## src/rtl/serial_frame_tx.sv

```systemverilog
// Serial frame transmitter: start 0, DATA_W bits LSB first, optional odd parity (SERIAL_TX_PARITY_EN), STOP_BITS 1s.
// First start bit appears the cycle after accept; in_ready is high in IDLE and in the final stop cycle.
module serial_frame_tx #(
   parameter int DATA_W     = 8,
   parameter int BIT_CYCLES = 1,
   parameter int STOP_BITS  = 1
) (
   input  logic              clk,
   input  logic              reset,
   input  logic [DATA_W-1:0] in_data,
   input  logic              in_valid,
   output logic              in_ready,
   output logic              out_bit,
   output logic              busy,
   output logic              done
);

   generate
      if (DATA_W < 1) begin : g_bad_data_w
         $error("serial_frame_tx: DATA_W must be >= 1");
      end
      if (BIT_CYCLES < 1) begin : g_bad_bit_cycles
         $error("serial_frame_tx: BIT_CYCLES must be >= 1");
      end
      if (STOP_BITS != 1 && STOP_BITS != 2) begin : g_bad_stop_bits
         $error("serial_frame_tx: STOP_BITS must be 1 or 2");
      end
   endgenerate

   localparam int BCW = (BIT_CYCLES > 1) ? $clog2(BIT_CYCLES) : 1;
   localparam int CNW = $clog2(DATA_W + 1);
   localparam logic [BCW-1:0] BAUD_LAST = BCW'(BIT_CYCLES - 1);
   localparam logic [CNW-1:0] DATA_LAST = CNW'(DATA_W - 1);
   localparam logic [CNW-1:0] STOP_LAST = CNW'(STOP_BITS - 1);

   typedef enum logic [2:0] {
      S_IDLE,
      S_START,
      S_DATA,
`ifdef SERIAL_TX_PARITY_EN
      S_PARITY,
`endif
      S_STOP
   } state_t;

   state_t            state_q, state_d;
   logic [BCW-1:0]    baud_q, baud_d;
   logic [CNW-1:0]    bit_q, bit_d;
   logic [DATA_W-1:0] shift_q, shift_d;
   logic              out_bit_q, out_bit_d;
   logic              busy_q, busy_d;
   logic              done_q, done_d;
`ifdef SERIAL_TX_PARITY_EN
   logic              par_q, par_d;
`endif
   logic              bit_end;
   logic              last_stop;
   logic              accept;

   always_comb begin
      state_d   = state_q;
      baud_d    = baud_q;
      bit_d     = bit_q;
      shift_d   = shift_q;
      done_d    = 1'b0;
`ifdef SERIAL_TX_PARITY_EN
      par_d     = par_q;
`endif
      bit_end   = (baud_q == BAUD_LAST);
      last_stop = (state_q == S_STOP) && (bit_q == STOP_LAST) && bit_end;
      in_ready  = (state_q == S_IDLE) || last_stop;
      accept    = in_valid && in_ready;

      if (state_q != S_IDLE) begin
         baud_d = bit_end ? '0 : baud_q + BCW'(1);
      end

      case (state_q)
         S_IDLE: state_d = S_IDLE;
         S_START: begin
            if (bit_end) begin
               state_d = S_DATA;
               bit_d   = '0;
            end
         end
         S_DATA: begin
            // shift_q[0] is always the bit currently on the line
            if (bit_end) begin
               shift_d = shift_q >> 1;
               if (bit_q == DATA_LAST) begin
                  bit_d   = '0;
`ifdef SERIAL_TX_PARITY_EN
                  state_d = S_PARITY;
`else
                  state_d = S_STOP;
`endif
               end else begin
                  bit_d = bit_q + CNW'(1);
               end
            end
         end
`ifdef SERIAL_TX_PARITY_EN
         S_PARITY: begin
            if (bit_end) begin
               state_d = S_STOP;
               bit_d   = '0;
            end
         end
`endif
         S_STOP: begin
            if (bit_end) begin
               if (bit_q == STOP_LAST) begin
                  done_d  = 1'b1;
                  state_d = S_IDLE;
                  bit_d   = '0;
               end else begin
                  bit_d = bit_q + CNW'(1);
               end
            end
         end
         default: state_d = S_IDLE;
      endcase

      // A new word taken in the final stop cycle chains straight into START
      if (accept) begin
         state_d = S_START;
         shift_d = in_data;
         baud_d  = '0;
         bit_d   = '0;
`ifdef SERIAL_TX_PARITY_EN
         par_d   = ~^in_data;
`endif
      end

      case (state_d)
         S_START:  out_bit_d = 1'b0;
         S_DATA:   out_bit_d = shift_d[0];
`ifdef SERIAL_TX_PARITY_EN
         S_PARITY: out_bit_d = par_d;
`endif
         default:  out_bit_d = 1'b1;
      endcase
      busy_d = (state_d != S_IDLE);
   end

   always_ff @(posedge clk) begin
      if (reset) begin
         state_q   <= S_IDLE;
         baud_q    <= '0;
         bit_q     <= '0;
         shift_q   <= '0;
         out_bit_q <= 1'b1;
         busy_q    <= 1'b0;
         done_q    <= 1'b0;
`ifdef SERIAL_TX_PARITY_EN
         par_q     <= 1'b0;
`endif
      end else begin
         state_q   <= state_d;
         baud_q    <= baud_d;
         bit_q     <= bit_d;
         shift_q   <= shift_d;
         out_bit_q <= out_bit_d;
         busy_q    <= busy_d;
         done_q    <= done_d;
`ifdef SERIAL_TX_PARITY_EN
         par_q     <= par_d;
`endif
      end
   end

   assign out_bit = out_bit_q;
   assign busy    = busy_q;
   assign done    = done_q;

endmodule

```

## config.mk

```make
export PLATFORM = sky130hd
export DESIGN_NAME = serial_frame_tx
export DESIGN_NICKNAME = d
export VERILOG_FILES = /design/src/rtl/serial_frame_tx.sv
export SDC_FILE = /design/constraint.sdc
export NUM_CORES = 1
export LEC_CHECK = 0
export CAP_MARGIN = 5
export CORE_MARGIN = 5
export CORE_UTILIZATION = 40
export DETAILED_ROUTE_END_ITERATION = 7
export PLACE_DENSITY = 0.61
export SLEW_MARGIN = 5
export SYNTH_ARGS = -nofsm -noshare
export SYNTH_HDL_FRONTEND = slang
export SYNTH_SLANG_ARGS = --single-unit
```

## constraint.sdc

```tcl
create_clock -name clk -period 1.7 [get_ports clk]
set_input_delay 0.255 -clock clk [delete_from_list [all_inputs] [get_ports clk]]
set_output_delay 0.255 -clock clk [all_outputs]
set_load 0.05 [all_outputs]
```

==> run metrics <==
Routed wire per std cell=11.5 µm; Setup crit start kind=flip-flop; Post-synth ARST share=0%; fmax=600 MHz; fin util=54.8%; Vias=730; Worst setup EP type=output pin; sequential element share of the synthesized area=40.0%; Pwr Density=698 nW/µm²; Crit path arrival time=1410 ps; latest clock arrival within the worst-skew pair=280 ps; Final Non-Filler Cells=146; final clock skew=4.96 ps; design area=1200 µm²; Worst-Margin Slew=506 ps; antenna cells=0; nets=132; P_leak=0.471 nW; synthesized cell area=901 µm²; Core ar.=2190 µm²; Post-Route WL=1680 µm; Clock power frac=30.2%; DR pass1 iterations=4; Post-synth EDFFs=0; die height=57.5 µm; top_reg_cell synth=dfxtp_1; final hold violations=0; Post-Syn Nets=107; Tmin final=1670 ps; final worst setup slack=33.5 ps; Final GP Congestion=0.727; worst hold path type=flip-flop to flip-flop; Boundary Pins=15; Int Pwr=641 µW; Placed Cells=140; post-synthesis cell type count=37; CTS clk-pin slew, worst paths=100 ps; Ys Warns=0; total CTS buffers=3; Antenna Violating Nets Remaining=0; NetSw=198 µW; Post-Syn Instances=94; Max FO, Critical Path=2; Placed Area=1110 µm²; Slew HR=65.8%; CP Launch Point=bit_q[1]; Final period util=98.0%; combinational fraction of design power=15.9%; status=finished clean; total clock sinks=18; number of max-cap violations=0; initial DRC count=7; share of layout cells above drive strength 1=33.1%; area delta synth->final=33.3%; TritonCTS clock tree=yes; sequential share of power=53.9%; Rows=17; Clock Tree Buf Depth=2; critical path class=flip-flop to output pin; first-pass GRT wire length=2820 µm; largest net degree at the start of global routing=14; vias in the first global route=717; CTS Root Cell=clkbuf_4; critical path required time=1440 ps; Place WS=29.9 ps; Post-Syn Area per Cell=9.58 µm²; Post-DP HPWL=1350 µm; starting density of the core=41.1%; total grt overflow=0; initial antenna violation count=0; Peak supply drop=0.000459 V; endpoints failing setup=0; H-tree depth=1; Power, Total=839 µW; Final Slew Violations=0; # DRC=0; origin of the critical flop-to-flop path=bit_q[1]; Hold Crit Start=bit_q[0]; synthesized flop and latch total=18; Switching Fraction=23.7%; die width=57.5 µm; die footprint=3300 µm²; Vias/cell=5.00; RSZ-0062 raised after global routing=yes; Buffers on Ports=14; Overall Global Routing Usage=10.7%
-- power by group through the flow --
stage / sequential [mW] / combinational (mW) / clock [mW]
CTS: 0.453 / 0.131 / 0.262
global route: 0.456 / 0.144 / 0.284
floorplan: 0.467 / 0.0708 / 0
detailed placement: 0.462 / 0.129 / 0
finish: 0.452 / 0.133 / 0.253
global placement: 0.462 / 0.128 / 0
-- critical path: stages (launching register included) --
cell and delay, ps:
dfxtp_2 340, inv_2 60, ha_4 120, nor3b_4 200, nand2_2 90, a21oi_2 170
buf_12 150
-- routing by layer --
layer	wire length, µm	vias up	GRT usage (%)
met2	793	11	18.1
li1	-	379	-
met1	803	338	12.9
met4	18	0	3.97
met3	68	2	2.94
met5	0	-	0
-- cell families after synthesis --
| family | synth area share [%] |
|---|---|
| AO/OA/AOI/OAI | 18.5 |
| adder cells (fa/ha/maj) | 2.78 |
| buffers and inverters | 5.55 |
| flip-flops | 40.0 |
| multiplexers | 8.89 |
| other | 0.416 |
| AND/OR/NAND/NOR | 23.9 |
-- what timing repair did --
action                                  CTS  global route
endpoints found under the setup margin    1            12
hold buffers                              0             0
pin swaps                                 2             3
gates resized for setup                   4             7
setup buffers                             1             1
-- state kept, by name (all words and copies together), names as in the netlist --
signal,count
busy,1
shift_q,8
out_bit,1
done,1
state_q,3
bit_q,4
-- cell usage in the layout (no fill, tap or decap), types with 2 or more instances in the layout --
cell             count
and3_1               2
nor2_1              15
a211oi_1             6
buf_4               13
dfxtp_2              3
nand2_1              5
mux2i_1              8
clkdlybuf4s50_1     10
inv_2                2
nand3_1              2
a21oi_1              2
clkbuf_4             3
a211oi_2             2
dfxtp_1             15
-- cells in the mapped netlist (2+ instances only) --
cell type / number / share of area (%)
a211oi_1: 6 / 5.0
ha_1: 2 / 2.8
a21oi_1: 3 / 1.7
nor2_1: 15 / 6.2
mux2i_1: 8 / 8.9
nand2_1: 6 / 2.5
and3_1: 2 / 1.4
buf_6: 2 / 2.5
a211oi_2: 2 / 2.8
dfxtp_1: 18 / 40
inv_1: 3 / 1.2
nand3_1: 2 / 1.1
-- stage by stage --
stage	TNS, ps	hold slack [ps]
after floorplan	0	328
after global placement	0	547
after global routing	-40.9	573
final	0	555
after detailed placement	0	541
after CTS	-31.3	542
-- final timing paths --
kind / endpoint / slack (ps) / cells after the start
worst max-delay path: in_ready / 30 / 6
worst min-delay path: bit_q[0] / 550 / 2
worst max register to register: shift_q[7] / 80 / 8
worst min register to register: bit_q[0] / 550 / 2
-- area by class of cell --
type,instances,area (µm²)
Timing Repair Buffer,25,229
Tap cell,28,35.0
Inverter,3,11.3
Fill cell,202,990
Multi-Input combinational cell,68,526
Sequential cell,18,364
Clock buffer,4,36.3
Power figures use the tool's default switching activity.
